**src/rtl/id_exe_elastic_stage.sv**
```systemverilog
// ---------------------------------------------------------------------------
// id_exe_elastic_stage
//
// Handshaked ID->EXE pipeline register. It carries a generic payload, a
// control field and the rs/rt/waddr tags that the forwarding unit needs.
// The stage also detects load-use hazards between the instruction it holds
// and the one that ID is presenting.
//
// The stage is built in one of two ways:
//   SKID=1 : main entry plus one skid entry. in_ready_o depends only on
//            registered state, apart from the hazard/flush/reset gating.
//   SKID=0 : main entry only. in_ready_o = !out_valid || out_ready.
// The control field is cleared whenever the main entry is empty. A bubble
// therefore never writes the register file or memory.
//
// Ports
//   clk_i            clock; all state changes on the rising edge
//   rst_i            synchronous, active-high reset
//   flush_i          squash every held entry (branch/jump taken)
//   in_valid_i       ID presents an instruction
//   in_ready_o       stage accepts this cycle
//   in_data_i        payload (operands, immediate, nPC)
//   in_ctrl_i        control bits
//   in_waddr_i       destination register
//   in_rs_i/in_rt_i  source register tags
//   out_valid_o      EXE entry valid
//   out_ready_i      EXE consumes the entry this cycle
//   out_data_o       registered payload
//   out_ctrl_o       registered control; zero whenever out_valid_o=0
//   out_waddr_o      registered destination
//   out_rs_o/out_rt_o registered source tags
//   load_use_stall_o hold PC and IF/ID because of a load-use hazard
// ---------------------------------------------------------------------------
module id_exe_elastic_stage #(
    parameter int DATA_W      = 64,
    parameter int CTRL_W      = 7,
    parameter int ASIZE       = 4,
    parameter int MEMREAD_BIT = 4,
    parameter int SKID        = 1
) (
    input  logic              clk_i,
    input  logic              rst_i,
    input  logic              flush_i,
    input  logic              in_valid_i,
    output logic              in_ready_o,
    input  logic [DATA_W-1:0] in_data_i,
    input  logic [CTRL_W-1:0] in_ctrl_i,
    input  logic [ASIZE-1:0]  in_waddr_i,
    input  logic [ASIZE-1:0]  in_rs_i,
    input  logic [ASIZE-1:0]  in_rt_i,
    output logic              out_valid_o,
    input  logic              out_ready_i,
    output logic [DATA_W-1:0] out_data_o,
    output logic [CTRL_W-1:0] out_ctrl_o,
    output logic [ASIZE-1:0]  out_waddr_o,
    output logic [ASIZE-1:0]  out_rs_o,
    output logic [ASIZE-1:0]  out_rt_o,
    output logic              load_use_stall_o
);

    // An entry is stored packed as {data, ctrl, waddr, rs, rt}.
    localparam int  EW       = DATA_W + CTRL_W + 3 * ASIZE;
    localparam int  RT_LSB   = 0;
    localparam int  RS_LSB   = ASIZE;
    localparam int  WA_LSB   = 2 * ASIZE;
    localparam int  CT_LSB   = 3 * ASIZE;
    localparam int  DA_LSB   = 3 * ASIZE + CTRL_W;
    localparam bit  USE_SKID = (SKID != 0);
    // Clearing these bits turns an entry into a bubble. The payload and the
    // tags keep their values.
    localparam logic [EW-1:0] CTRL_MASK =
        {{DATA_W{1'b0}}, {CTRL_W{1'b1}}, {(3 * ASIZE){1'b0}}};

    logic              main_valid_q, main_valid_d;
    logic [EW-1:0]     main_q, main_d;
    logic              skid_valid_q, skid_valid_d;
    logic [EW-1:0]     skid_q, skid_d;

    logic [EW-1:0]     in_ent_s;
    logic [CTRL_W-1:0] main_ctrl_s;
    logic [ASIZE-1:0]  main_waddr_s;
    logic              haz_s;
    logic              base_ready_s;
    logic              in_ready_s;
    logic              acc_s;
    logic              iss_s;

    assign in_ent_s     = {in_data_i, in_ctrl_i, in_waddr_i, in_rs_i, in_rt_i};
    assign main_ctrl_s  = main_q[CT_LSB +: CTRL_W];
    assign main_waddr_s = main_q[WA_LSB +: ASIZE];

    // Load-use hazard: the held load targets a non-zero register that the incoming instruction reads.
    always_comb begin
        haz_s = 1'b0;
        if (main_valid_q && main_ctrl_s[MEMREAD_BIT] &&
            (main_waddr_s != {ASIZE{1'b0}}) && in_valid_i &&
            ((main_waddr_s == in_rs_i) || (main_waddr_s == in_rt_i))) begin
            haz_s = 1'b1;
        end else begin
            haz_s = 1'b0;
        end
    end

    // Input readiness: capacity check first, then gated by reset, flush and hazard.
    always_comb begin
        base_ready_s = 1'b0;
        if (USE_SKID) begin
            base_ready_s = !skid_valid_q;
        end else begin
            base_ready_s = !main_valid_q || out_ready_i;
        end
        in_ready_s = !rst_i && !flush_i && !haz_s && base_ready_s;
    end

    assign acc_s = in_valid_i && in_ready_s;
    assign iss_s = main_valid_q && out_ready_i;

    // Next-state for the main and skid entries. Flush overrides normal flow.
    always_comb begin
        main_valid_d = main_valid_q;
        main_d       = main_q;
        skid_valid_d = skid_valid_q;
        skid_d       = skid_q;
        if (flush_i) begin
            main_valid_d = 1'b0;
            main_d       = main_q & ~CTRL_MASK;
            skid_valid_d = 1'b0;
        end else if (USE_SKID) begin
            if (!main_valid_q || iss_s) begin
                // The main slot is free this cycle. The skid entry is older than the input, so it moves first.
                if (skid_valid_q) begin
                    main_valid_d = 1'b1;
                    main_d       = skid_q;
                    if (acc_s) begin
                        skid_valid_d = 1'b1;
                        skid_d       = in_ent_s;
                    end else begin
                        skid_valid_d = 1'b0;
                    end
                end else if (acc_s) begin
                    main_valid_d = 1'b1;
                    main_d       = in_ent_s;
                end else begin
                    main_valid_d = 1'b0;
                    main_d       = main_q & ~CTRL_MASK;
                end
            end else if (acc_s) begin
                skid_valid_d = 1'b1;
                skid_d       = in_ent_s;
            end else begin
                main_valid_d = main_valid_q;
            end
        end else begin
            if (acc_s) begin
                main_valid_d = 1'b1;
                main_d       = in_ent_s;
            end else if (iss_s) begin
                main_valid_d = 1'b0;
                main_d       = main_q & ~CTRL_MASK;
            end else begin
                main_valid_d = main_valid_q;
            end
        end
    end

    // State registers with synchronous reset.
    always_ff @(posedge clk_i) begin
        if (rst_i) begin
            main_valid_q <= 1'b0;
            main_q       <= {EW{1'b0}};
            skid_valid_q <= 1'b0;
            skid_q       <= {EW{1'b0}};
        end else begin
            main_valid_q <= main_valid_d;
            main_q       <= main_d;
            skid_valid_q <= skid_valid_d;
            skid_q       <= skid_d;
        end
    end

    assign in_ready_o       = in_ready_s;
    assign load_use_stall_o = !rst_i && haz_s;
    assign out_valid_o      = main_valid_q;
    assign out_data_o       = main_q[DA_LSB +: DATA_W];
    assign out_ctrl_o       = main_ctrl_s;
    assign out_waddr_o      = main_waddr_s;
    assign out_rs_o         = main_q[RS_LSB +: ASIZE];
    assign out_rt_o         = main_q[RT_LSB +: ASIZE];

endmodule

```
**config.mk**
```make
export PLATFORM = sky130hd
export DESIGN_NAME = id_exe_elastic_stage
export DESIGN_NICKNAME = d
export VERILOG_FILES = /design/src/rtl/id_exe_elastic_stage.sv
export SDC_FILE = /design/constraint.sdc
export NUM_CORES = 1
export LEC_CHECK = 0
export ABC_AREA = 1
export BUFFER_PORTS_ARGS = -buffer_cell sky130_fd_sc_hd__buf_2
export CAP_MARGIN = 20
export CORE_MARGIN = 1
export CORE_UTILIZATION = 45
export CTS_CLUSTER_SIZE = 40
export DETAILED_ROUTE_END_ITERATION = 8
export GPL_ROUTABILITY_DRIVEN = 0
export HOLD_SLACK_MARGIN = 0.15
export PLACE_DENSITY = 0.71
export SYNTH_ARGS = -nofsm -noshare
export SYNTH_HDL_FRONTEND = slang
export SYNTH_SLANG_ARGS = --single-unit
```
**constraint.sdc**
```tcl
create_clock -name clk_i -period 1.7 [get_ports clk_i]
set_clock_uncertainty 0.15 [all_clocks]
set_input_delay 0.34 -clock clk_i [delete_from_list [all_inputs] [get_ports clk_i]]
set_output_delay 0.34 -clock clk_i [all_outputs]
set_load 0.005 [all_outputs]
```
==> results.toml, run 1 <==
[outcome]
status = "finished, violations left"
violations = "design-rule violations, negative setup slack"

[setup_path]
end_kind = "flop"
startpoint_type = "flop"
crit_required_ps = 1870
worstReg2RegStart = "main_q[10]"
ff2ff_setup_slack_ps = -710
worstPathArrival_ps = 2570
r2r_cells = 12
critPathMaxFanout = 6
reg2reg_to = "skid_q[73]"
crit_type = "flop to flop"

[floorplan]
die_area_um2 = 17900
initial_utilization_pct = 46.6
row_count = 47
fp.dieH_um = 134
design.core.area_um2 = 16800
die_w_um = 134
ios = 174

[yosys]
mappedNetlistArea_um2 = 7810
synth_top_area_share_pct = 43.0
ys_ff_latch = 168
ys_warn_count = 0
synth_top_cell_by_area = "dfxtp_1"
synth_area_leaders = "dfxtp_1, nand2_1, nor2_1"
synth_nets = 1300
synth_seq_area_share_pct = 43.0
syn_inst = 1212
ys_types = 19
synth_area_per_cell_um2 = 6.45

[final_layout]
regArea_um2 = 3380
n_antenna_cell = 0
fillers = 831
final_nets = 1608
multi_input_area_um2 = 5430
area_delta_synth_final_pct = 77.0
drive_gt1_share_pct = 44.8

[timing]
slew_headroom_pct = 36.3
holdWs_ps = 151
tns_ps = -80230
fin_crit_sh_pct = 142
slew_violations = 0
hold_viol_final = 0
max_freq_mhz = 416
rsz0062_at_grt = "yes"
period_needed_ps = 2410
tightest_slew_ps = 955
timing.final.ws_setup_ps = -706
setup_viol_count_final = 170

[power_and_ir_drop]
seqPwrFrac_pct = 40.7
power_mw = 9.92
p_leak_nw = 6.09
intPower_mw = 7.35
ir_drop_v = 0.000794
switching_share_pct = 25.9
power.density_nw_per_um2 = 717
clkPwrFrac_pct = 45.0
p_switching_mw = 2.57
combPwrFrac_pct = 14.3

[route]
wl_per_cell_um = 21.7
drtPass1Iterations = 9
via_per_inst = 5.97
drc_errors = 1
ant_nets = 0
vias = 10464
wirelength_mm = 38.0
drtIter0Drc = 1380

[clock_network]
clockRootBuffer = "clkbuf_16"
cts_tree = "built"
numCtsBuffers = 17
htreeDepth = 4
clockBufferDepth = 2
path_clk_slew_ps = 70
clkSinkCount = 168
clk_latency_ps = 450

[grt]
antenna_found_initial = 0
grt_max_degree = 85
track_usage_pct = 32.4
gr-total-overflow = 0
first_global_vias = 8917
grt_pass1_wl_mm = 45.5

[min_path]
hold_path_depth = 4
worstHoldStart = "in_rs_i[1]"
worstHoldPathType = "input port to flop"
holdPathEnd = "skid_q[5]"

[flow_run]
cap_violations = 0

[placement]
portBuffers = 173
dp_hpwl_mm = 13.8
-- layout make-up --
| class | instances | area share, % |
|---|---|---|
| Clock buffer | 21 | 3.41 |
| Tap cell | 220 | 1.99 |
| Timing Repair inverter | 2 | 0.199 |
| Clock inverter | 11 | 1.39 |
| Timing Repair Buffer | 382 | 26.5 |
| Inverter | 91 | 2.78 |
| Multi-Input combinational cell | 858 | 39.2 |
| Sequential cell | 168 | 24.5 |
-- timing repair --
action | in CTS | in global routing
resized for setup | 81 | 454
pin swaps | 9 | 82
hold buffers | 75 | 0
buffers inserted | 41 | 23
hold endpoints to repair | 107 | 0
cloned | 26 | 20
endpoints found under the setup margin | 168 | 170
-- critical path: stages (launching register included) --
cell	delay, ps
dfxtp_4	370
nand2_1	100
nand2_1	70
nor2_1	180
nand2_1	100
nand2_2	110
nand2_4	70
buf_6	130
nand4_1	200
buf_6	200
buf_12	150
nand2_1	110
a21oi_1	330
-- synth_stat cells --
library cell,instances
nor2_1,161
o21ai_0,7
nand4_1,77
buf_1,16
inv_2,7
nand3_2,1
nor2_4,2
a21oi_1,98
buf_6,2
nor3_1,1
inv_1,84
buf_2,26
buf_4,7
nand2_1,423
clkbuf_1,45
nand3_1,84
a31oi_1,1
nand2_2,2
dfxtp_1,168
-- state kept, by name (all words and copies together) (netlist names) --
name	count
skid_q	83
out_valid_o	1
skid_valid_q	1
main_q	83
-- power groups by stage --
stage	clock network, mW	registers [mW]	logic [mW]
after detailed placement	0	4.13	0.730
after floorplan	0	4.14	0.367
after CTS	4.42	4.04	1.05
final	4.46	4.04	1.41
after global routing	4.63	4.05	1.47
after global placement	0	4.13	0.725
-- how the worst max path moves through the flow --
stage                     startpoint    endpoint  cells after the start
after floorplan           in_valid_i  main_q[38]                     12
after global placement    in_rs_i[2]  skid_q[69]                     12
after detailed placement  in_rt_i[2]  skid_q[42]                     12
after CTS                 main_q[11]  in_ready_o                     11
after global routing       main_q[8]  skid_q[73]                     15
final                     main_q[10]  skid_q[73]                     12
-- layer usage --
layer	GRT usage [%]	routed length, µm	up-vias
li1	-	-	4473
met1	39.8	13800	4856
met2	52.8	17400	878
met3	7.11	4160	257
met4	17.9	2690	0
met5	0	0	-
-- cell families after synthesis --
kind of cell / Yosys count / synth area share (%)
and+or+nand+nor: 751 / 40.2
buffers and inverters: 187 / 9.93
DFF: 168 / 43.0
AOI/OAI and AO/OA: 106 / 6.80
-- cells in the final DEF (no fill, tap or decap), types with 2 or more instances in the layout --
| cell | n |
|---|---|
| buf_16 | 15 |
| inv_1 | 81 |
| dfxtp_4 | 5 |
| nor2_4 | 7 |
| nand3_2 | 42 |
| inv_4 | 3 |
| dfxtp_1 | 162 |
| nand3_1 | 6 |
| clkinv_4 | 2 |
| o21ai_0 | 7 |
| a21oi_1 | 30 |
| clkbuf_1 | 2 |
| a21oi_4 | 2 |
| nand2_1 | 287 |
| nand2_2 | 81 |
| clkbuf_16 | 33 |
| buf_4 | 49 |
| nand3_4 | 37 |
| inv_2 | 4 |
| buf_12 | 30 |
| nand4_1 | 77 |
| buf_6 | 21 |
| nor2_2 | 37 |
| nand2_4 | 55 |
| buf_2 | 172 |
| bufinv_16 | 5 |
| dlygate4sd3_1 | 75 |
| buf_8 | 4 |
| clkinvlp_4 | 3 |
| nor2_1 | 119 |
| clkinv_2 | 2 |
| nand2_8 | 3 |
| a21oi_2 | 66 |
-- stage by stage --
stage               util [%]  instance area, µm²  instances  setup slack [ps]
global placement        53.7                9000       1556              -298
floorplan                  -                7830       1212              5.65
finish                  82.5               13800       1753              -706
detailed placement      53.7                9000       1556              -333
CTS                     70.8               11900       1730              -464
global route            82.5               13800       1753              -719
(Power assumes the default switching activity.)
==> run 2: changes to the inputs <==
Settings changed: CORE_ASPECT_RATIO set to 0.8, CORE_UTILIZATION 45 to 49, PLACE_DENSITY 0.71 to 0.76, SLEW_MARGIN set to 20.
==> run 2 against run 1 <==
Against the previous run: the flow finishes with violations (negative setup slack); worst setup slack improved by 210 ps; register-to-register slack improved by 210 ps; worst hold slack improved by 4.5 ps; via count decreased by 8.9%; clock power decreased by 3%; final cell count decreased by 2.3%; clock-buffer cell count decreased by 1; combinational power decreased by 26%; sequential cell count unchanged; critical endpoint is now main_q[46]; largest power group unchanged; highest routed layer unchanged.
==> results.toml, run 2 (synthesis gave the netlist of run 1 again) <==
[placement]
place_area_um2 = 9100
dp_hpwl_mm = 13.8
pre_cts_slack_ps = -249
dp.cells = 1554
portBuffers = 173

[floorplan]
ios = 174
initial_utilization_pct = 51.0
fp.dieH_um = 115
die_w_um = 143
die_area_um2 = 16500
row_count = 40
design.core.area_um2 = 15300

[setup_path]
path_cells = "inv_4 -> nand2_2 -> nand2_1 -> nor2_1 -> nand2_1 -> nand2_1 -> nand2_2 -> nand3_2 -> nand2_4 -> nand2_8 -> buf_12 -> buf_16 -> nand2_1 -> nand2_1 -> nor2_2"
crit_type = "flop to flop"
ff2ff_setup_slack_ps = -490
worstPathArrival_ps = 2400
worst_path_most_repeated_cell = "nand2_1"
critPathMaxStageDelay_ps = 370
crit_required_ps = 1910
critPathMaxFanout = 18
end_kind = "flop"
r2r_cells = 15
startpoint_type = "flop"
cp_slowest_cell = "dfxtp_4"
reg2reg_to = "main_q[46]"
worstReg2RegStart = "main_q[11]"

[flow_run]
cap_violations = 0

[final_layout]
fillers = 966
final_util_pct = 80.2
n_antenna_cell = 0
finalNonFillerCells = 1713
final_nets = 1578
drive_gt1_share_pct = 30.3
regArea_um2 = 3380
layout_common_cells = "nand2_1, buf_2, dfxtp_1"
multi_input_area_um2 = 4320
final_area_um2 = 12300
layout_commonest_cell = "nand2_1"
area_delta_synth_final_pct = 57.1
reg_top3 = "main_q: 83 flops, skid_q: 83 flops"

[power_and_ir_drop]
power.density_nw_per_um2 = 767
power_mw = 9.41
ir_drop_v = 0.000707
p_leak_nw = 5.93

[route]
drtPass1Iterations = 6
drtIter0Drc = 1072
via_per_inst = 5.57
wirelength_mm = 30.2
ant_nets = 0
drc_errors = 0
vias = 9535
wl_per_cell_um = 17.6

[timing]
period_needed_ps = 2190
tightest_slew_ps = 912
holdWs_ps = 156
timing.final.ws_setup_ps = -491
fin_crit_sh_pct = 129
slew_headroom_pct = 39.2
setup_viol_count_final = 170
max_freq_mhz = 456
slew_violations = 0
rsz0062_at_grt = "yes"
tns_ps = -61740
hold_viol_final = 0

[grt]
first_global_vias = 8716
track_usage_pct = 34.2
gr-total-overflow = 0
antenna_found_initial = 0
grt_pass1_wl_mm = 43.6
grt_max_degree = 75

[clock_network]
cts_tree = "built"
path_clk_slew_ps = 70
clockBufferDepth = 2
numCtsBuffers = 17
clockRootBuffer = "clkbuf_16"
clkSinkCount = 168
clk_latency_ps = 430
htreeDepth = 4

[min_path]
hold_path_depth = 5
worstHoldStart = "rst_i"
worstHoldPathType = "input port to flop"
holdPathEnd = "out_valid_o"

[outcome]
status = "finished, violations left"
violations = "negative setup slack"
## run 2: cell count changes in the layout (fill, tap and decap cells not counted), sizes merged
| cell | before | now |
|---|---|---|
| bufbuf | 0 | 3 |
| clkinvlp | 3 | 2 |
| clkbuf | 37 | 24 |
| buf | 291 | 272 |
## run 2: final cells by class
class / count / share of cell area, %
Sequential cell: 168 / 27.5
Inverter: 91 / 2.88
Clock buffer: 20 / 3.72
Clock inverter: 12 / 1.61
Timing Repair Buffer: 354 / 26.9
Multi-Input combinational cell: 858 / 35.2
Tap cell: 210 / 2.14
## run 2: repair_timing
action                     CTS  global route
pin swaps                   57            60
setup buffers               21            10
resized for setup           58           172
cloned                      19             5
hold endpoints to repair    99             0
hold buffers                75             0
setup endpoints to repair  164           170
## run 2: how the worst max path moves through the flow
| stage | from | to | slack, ps | depth (start not counted) |
|---|---|---|---|---|
| detailed placement | in_rt_i[1] | skid_q[25] | -250 | 13 |
| global route | main_q[11] | main_q[46] | -560 | 15 |
| floorplan | in_valid_i | main_q[38] | 6 | 12 |
| global placement | in_rs_i[2] | skid_q[36] | -230 | 14 |
| finish | main_q[11] | main_q[46] | -490 | 15 |
| CTS | main_q[11] | in_ready_o | -470 | 11 |
## run 2: report_power, final
group | total, mW | internal, mW | switching [mW]
sequential | 4.04 | 4.00 | 0.0423
clock | 4.32 | 2.68 | 1.64
combinational | 1.05 | 0.474 | 0.577
## run 2: worst max-delay path, delay by kind of cell, from the launching register on
family        cells  cell delay (ps)
buf+inv           3              410
flops             1              370
simple gates     12             1180
## run 2: per-layer routing
metal  track usage (%)  vias to the layer above  part of all wire (%)
met5                 0                        -                     0
met4              17.2                        0                   3.4
met3              9.04                      104                    10
met2              55.8                      654                    48
met1              41.7                     4358                    38
li1                  -                     4419                     -
